### config.mk
export PLATFORM = sky130hd
export DESIGN_NAME = kernel_ascii_rx
export DESIGN_NICKNAME = d
export VERILOG_FILES = /design/src/rtl/kernel_ascii_rx.sv
export SDC_FILE = /design/constraint.sdc
export NUM_CORES = 1
export LEC_CHECK = 0
export ABC_CLOCK_PERIOD_IN_PS = 4100
export CORE_ASPECT_RATIO = 1.1
export CORE_MARGIN = 5
export CORE_UTILIZATION = 55
export CTS_CLUSTER_SIZE = 10
export DETAILED_ROUTE_END_ITERATION = 7
export GPL_ROUTABILITY_DRIVEN = 0
export GPL_TIMING_DRIVEN = 0
export HOLD_SLACK_MARGIN = 0.12
export PLACE_DENSITY = 0.78
export RECOVER_POWER = 25
export SYNTH_ARGS = -nofsm -noshare
export SYNTH_HDL_FRONTEND = slang
export SYNTH_SLANG_ARGS = --single-unit
### constraint.sdc
create_clock -name clk -period 4.1 [get_ports clk]
set_clock_uncertainty 0.1 [all_clocks]
set_input_delay 0.82 -clock clk [delete_from_list [all_inputs] [get_ports clk]]
set_output_delay 0.82 -clock clk [all_outputs]
set_load 0.02 [all_outputs]
### src/rtl/kernel_ascii_rx.sv
// Receives a kernel as ASCII decimal numbers from a UART byte stream. Each number is
// range-checked as it arrives and committed into a shadow buffer that is published atomically.
module kernel_ascii_rx #(
  parameter int unsigned N_VALUES       = 9,
  parameter int unsigned TIMEOUT_CYCLES = 100_000_000
) (
  input  logic         clk,
  input  logic         rst,
  input  logic         start,
  input  logic         rx_valid,
  input  logic [7:0]   rx_data,
  output logic [199:0] kernel_flat,
  output logic         busy,
  output logic         done,
  output logic         error,
  output logic [1:0]   err_code,
  output logic [4:0]   value_count
);

  localparam int unsigned MAX_VALUES = 25;
  localparam int unsigned KW         = 8 * MAX_VALUES;
  localparam int unsigned ACC_W      = 12;
  localparam int unsigned TMO_W      = (TIMEOUT_CYCLES < 2) ? 1 : $clog2(TIMEOUT_CYCLES + 1);

  localparam logic [1:0] ERR_NONE    = 2'd0;
  localparam logic [1:0] ERR_ILLEGAL = 2'd1;
  localparam logic [1:0] ERR_OVF     = 2'd2;
  localparam logic [1:0] ERR_TMO     = 2'd3;

  typedef enum logic [1:0] {S_IDLE, S_SEP, S_NUM, S_FAIL} state_e;

  state_e            state_q, state_d;
  logic [ACC_W-1:0]  acc_q, acc_d;
  logic [KW-1:0]     shadow_q, shadow_d;
  logic [KW-1:0]     kernel_q, kernel_d;
  logic [4:0]        value_count_q, value_count_d;
  logic [TMO_W-1:0]  tmo_q, tmo_d;
  logic              busy_q, busy_d;
  logic              done_q, done_d;
  logic              error_q, error_d;
  logic [1:0]        err_code_q, err_code_d;

  logic              is_digit, is_sep, capturing, byte_fire;
  logic              last_entry, tmo_hit, commit, fail_ev;
  logic [ACC_W-1:0]  acc_calc;
  logic [1:0]        fail_code;

  // Byte classification and event decode shared by the next-state and output logic.
  always_comb begin
    is_digit   = (rx_data >= 8'h30) && (rx_data <= 8'h39);
    is_sep     = (rx_data == 8'h20) || (rx_data == 8'h2C) || (rx_data == 8'h09) ||
                 (rx_data == 8'h0D) || (rx_data == 8'h0A);
    capturing  = (state_q == S_SEP) || (state_q == S_NUM);
    byte_fire  = capturing && rx_valid && !start;
    acc_calc   = acc_q * ACC_W'(10) + ACC_W'(rx_data[3:0]);
    last_entry = (32'(value_count_q) == (N_VALUES - 32'd1));
    tmo_hit    = (TIMEOUT_CYCLES != 0) && capturing && !rx_valid && !start &&
                 ((32'(tmo_q) + 32'd1) >= TIMEOUT_CYCLES);
    commit     = byte_fire && is_sep && (state_q == S_NUM);
    fail_code  = ERR_NONE;
    if (byte_fire) begin
      if (is_digit) begin
        if (acc_calc > ACC_W'(255)) fail_code = ERR_OVF;
      end else if (!is_sep) begin
        fail_code = ERR_ILLEGAL;
      end
    end else if (tmo_hit) begin
      fail_code = ERR_TMO;
    end
    fail_ev = (fail_code != ERR_NONE);
  end

  always_ff @(posedge clk) begin
    if (rst) state_q <= S_IDLE;
    else     state_q <= state_d;
  end

  always_comb begin
    state_d = state_q;
    if (start)                      state_d = S_SEP;
    else if (fail_ev)               state_d = S_FAIL;
    else if (commit)                state_d = last_entry ? S_IDLE : S_SEP;
    else if (byte_fire && is_digit) state_d = S_NUM;
  end

  // Datapath and output register next-values.
  always_comb begin
    acc_d         = acc_q;
    shadow_d      = shadow_q;
    kernel_d      = kernel_q;
    value_count_d = value_count_q;
    tmo_d         = tmo_q;
    error_d       = error_q;
    err_code_d    = err_code_q;
    done_d        = 1'b0;
    busy_d        = (state_d == S_SEP) || (state_d == S_NUM);
    if (start) begin
      acc_d         = '0;
      shadow_d      = '0;
      value_count_d = '0;
      tmo_d         = '0;
      error_d       = 1'b0;
      err_code_d    = ERR_NONE;
    end else if (capturing) begin
      tmo_d = rx_valid ? '0 : tmo_q + TMO_W'(1);
      if (fail_ev) begin
        error_d    = 1'b1;
        err_code_d = fail_code;
      end else if (commit) begin
        for (int k = 0; k < MAX_VALUES; k++) begin
          if (5'(k) == value_count_q) shadow_d[8*k +: 8] = acc_q[7:0];
        end
        acc_d         = '0;
        value_count_d = value_count_q + 5'd1;
        if (last_entry) begin
          kernel_d = shadow_d;
          done_d   = 1'b1;
        end
      end else if (byte_fire && is_digit) begin
        acc_d = acc_calc;
      end
    end
  end

  always_ff @(posedge clk) begin
    if (rst) begin
      acc_q         <= '0;
      shadow_q      <= '0;
      kernel_q      <= '0;
      value_count_q <= '0;
      tmo_q         <= '0;
      busy_q        <= 1'b0;
      done_q        <= 1'b0;
      error_q       <= 1'b0;
      err_code_q    <= ERR_NONE;
    end else begin
      acc_q         <= acc_d;
      shadow_q      <= shadow_d;
      kernel_q      <= kernel_d;
      value_count_q <= value_count_d;
      tmo_q         <= tmo_d;
      busy_q        <= busy_d;
      done_q        <= done_d;
      error_q       <= error_d;
      err_code_q    <= err_code_d;
    end
  end

  assign kernel_flat = kernel_q;
  assign busy        = busy_q;
  assign done        = done_q;
  assign error       = error_q;
  assign err_code    = err_code_q;
  assign value_count = value_count_q;

endmodule
==> reports/metrics.cfg <==
[clock_network]
clock-root-buffer=clkbuf_16
ctsLongestPathBuffers=3
cts_htree_levels=2
cts_tree=built
ctsResizeCount=0
cts.sinks=442
hold_buffers=0
cts_setup_buffers=0
insertion_delay_ns=0.57
path_clk_slew_ns=0.05
cts_buffers=50

[layout]
design_area_um2=23450
fillers=2873
syn2layout_area_growth_pct=21.02
final_cells=2996
fin_nets=2588
diodes=0
multi_input_area_um2=9584
layout-drive-gt1-share_pct=6.074
seq_area_um2=8848

[drt]
firstDrtPassIters=6
via_count=18020
vias_per_cell=6.016
drt_iter0_markers=1901
wl_per_cell_um=20.72
drt_wl_total_um=62080
drc=0
drtAntennaViolNets=0

[sta]
slew_headroom_pct=27.02
drv_slew=0
tightest_slew_ns=1.095
worst_slack_ns=0.4170
fmaxAchievable_ghz=0.2715
hold-worst-slack_ns=0.3479
rsz0062_at_grt=no
timing.final.crit_share_pct=89.83
tns_ns=0
hold_violations=0
setup-violations-final=0
period_needed_ns=3.683

[die]
start_util_pct=55.44
rows=72
pin_count=222
die_width_um=189.0
die_h_um=206.9
core_region_area_um2=34950
dieArea_um2=39090

[power_and_ir_drop]
p_leak_uw=0.008222
power_density_nw_per_um2=358.3
ir_drop_mv=0.3135

[synth]
synthAdderAreaFrac_pct=1.885
synth_compound_area_share_pct=18.51
syn_nets=2317
yosys_register_bits=442
syn_area_um2=19380
syn_area_per_cell_um2=8.510
yosysWarnings=0
synthMuxAreaShare_pct=10.04
syn_inst=2277
synth.distinct_cells=71
synthXorXnorAreaFrac_pct=0.9492
async_reset_ff_share_pct=0
synth_simple_gate_area_share_pct=18.14
yosysSeqAreaShare_pct=45.66
synth_top_family_by_area=compound AO/OA/AOI/OAI gates
synth_ff_type=dfxtp_1
synth_edf_count=0

[global_route]
grt_pass1_vias=17190
grt_pass1_wl_um=93840
gr-total-overflow=0
grt_max_degree=13
grt_antenna_before_repair=0
track_usage_pct=30.08

[status]
outcome=finished clean

[hold_path]
hold_class=flip-flop to flip-flop
whs_endpoint=shadow_q[9]
hold_path_depth=2
min-delay-start=shadow_q[9]

[worst_setup_path]
cp.arrival_ns=4.00
critPathKind=input port to flip-flop
reg2reg_to=kernel_flat[4]
start_kind=input port
critical_path_required_ns=4.41
ff2ff_setup_slack_ns=0.68
r2r_cells=8
timing.rr.start=state_q[0]
end_kind=flip-flop
crit_fanout=10

[placement]
hpwl_um=42420
portBuffers=219
place_area_um2=22130
place_ws_ns=-0.1244
place_inst=2940

[flow_run]
maxCapViolCount=0

sequential cells by signal (all words and copies together) (netlist names):
register and count:
tmo_q 27, busy 1, error 1, state_q 2
acc_q 11, value_count 5, shadow_q 192, err_code 2
kernel_flat 200, done 1
cells by family after synthesis:
family,Yosys count
flip-flops,442
AO/OA/AOI/OAI,590
adder cells (fa/ha/maj),28
multiplexers,194
XOR/XNOR,21
AND/OR/NAND/NOR,782
buffers and inverters,220
cells in the mapped netlist, types with 4 or more instances:
| cell type | count | share of area [%] |
|---|---|---|
| buf_1 | 14 | 0.27 |
| or2_2 | 4 | 0.13 |
| buf_6 | 6 | 0.35 |
| nor2_1 | 246 | 4.8 |
| or3_1 | 13 | 0.42 |
| nand4b_1 | 6 | 0.27 |
| o211ai_1 | 8 | 0.31 |
| xor2_1 | 8 | 0.36 |
| dfxtp_1 | 442 | 46 |
| a31oi_1 | 13 | 0.42 |
| mux2i_1 | 193 | 10 |
| nand2_1 | 375 | 7.3 |
| clkbuf_1 | 143 | 2.8 |
| o21ai_1 | 4 | 0.10 |
| xnor2_1 | 13 | 0.59 |
| buf_2 | 44 | 1.1 |
| nand2b_1 | 8 | 0.26 |
| nor3_4 | 9 | 0.76 |
| nand3_1 | 28 | 0.72 |
| nand4_1 | 13 | 0.42 |
| inv_1 | 10 | 0.19 |
| ha_1 | 26 | 1.7 |
| nor3_1 | 6 | 0.15 |
| a211oi_1 | 194 | 7.5 |
| and3_1 | 13 | 0.42 |
| a21oi_1 | 248 | 6.4 |
| nor2_2 | 15 | 0.48 |
| o21ai_0 | 94 | 2.4 |
| nor2b_1 | 14 | 0.45 |
how the worst max path moves through the flow:
| stage | endpoint | slack, ns | startpoint |
|---|---|---|---|
| finish | kernel_flat[4] | 0.42 | rx_data[2] |
| global route | kernel_flat[189] | 0.33 | rx_data[2] |
| CTS | kernel_flat[4] | 0.45 | rx_data[2] |
| global placement | kernel_flat[6] | -0.08 | rx_data[2] |
| detailed placement | kernel_flat[4] | -0.12 | rx_data[2] |
| floorplan | acc_q[6] | 1.10 | acc_q[1] |
cell type report:
| cell class | instances | area share (%) |
|---|---|---|
| clock buffers | 54 | 5.533 |
| well taps | 444 | 2.369 |
| inverters | 11 | 0.1761 |
| clock inverters | 2 | 0.1654 |
| plain buffers | 209 | 3.804 |
| flip-flops and latches | 442 | 37.73 |
| repair buffers | 219 | 9.348 |
| multi-input cells | 1615 | 40.87 |
through the flow:
step / power, uW / utilization [%]
6_report: 8402 / 67.09
2_1_floorplan: 4500 / -
4_1_cts: 8402 / 67.12
3_3_place_gp: 4565 / 63.30
5_1_grt: 8568 / 67.09
3_5_place_dp: 4568 / 63.30
cell usage in the layout, fill, tap and decap left out, types with 15 or more instances in the layout:
master           Yosys  final
a211oi_1           194    194
a21oi_1            248    248
buf_2               44     44
clkbuf_1           143    145
clkbuf_16            0     51
clkdlybuf4s50_1      0     60
dfxtp_1            442    442
dlygate4sd3_1        0    159
ha_1                26     26
mux2i_1            193    193
nand2_1            375    375
nand3_1             28     28
nor2_1             246    246
nor2_2              15     15
o21ai_0             94     94
worst max-delay path, stage by stage:
cell	delay [ns]
clkdlybuf4s50_1	0.56
xor2_1	0.24
o32ai_2	0.14
mux2i_2	0.20
nor4_4	0.57
clkbuf_1	0.87
clkbuf_1	0.44
a211oi_1	0.14
metal layers:
metal | part of all wire [%] | vias to the layer above | routed length, um | track usage (%)
li1 | - | 8455 | - | -
met1 | 40 | 8441 | 25140 | 39.04
met2 | 46 | 937 | 28460 | 49.87
met3 | 9.3 | 191 | 5766 | 5.146
met4 | 4.4 | 0 | 2722 | 13.12
met5 | 0 | - | 0 | 0
where the power goes:
group,internal [uW],switching [uW]
combinational,41.7,137
clock,2260,1660
sequential,4300,2.76
total,6600,1800
Power figures use the tool's default switching activity.
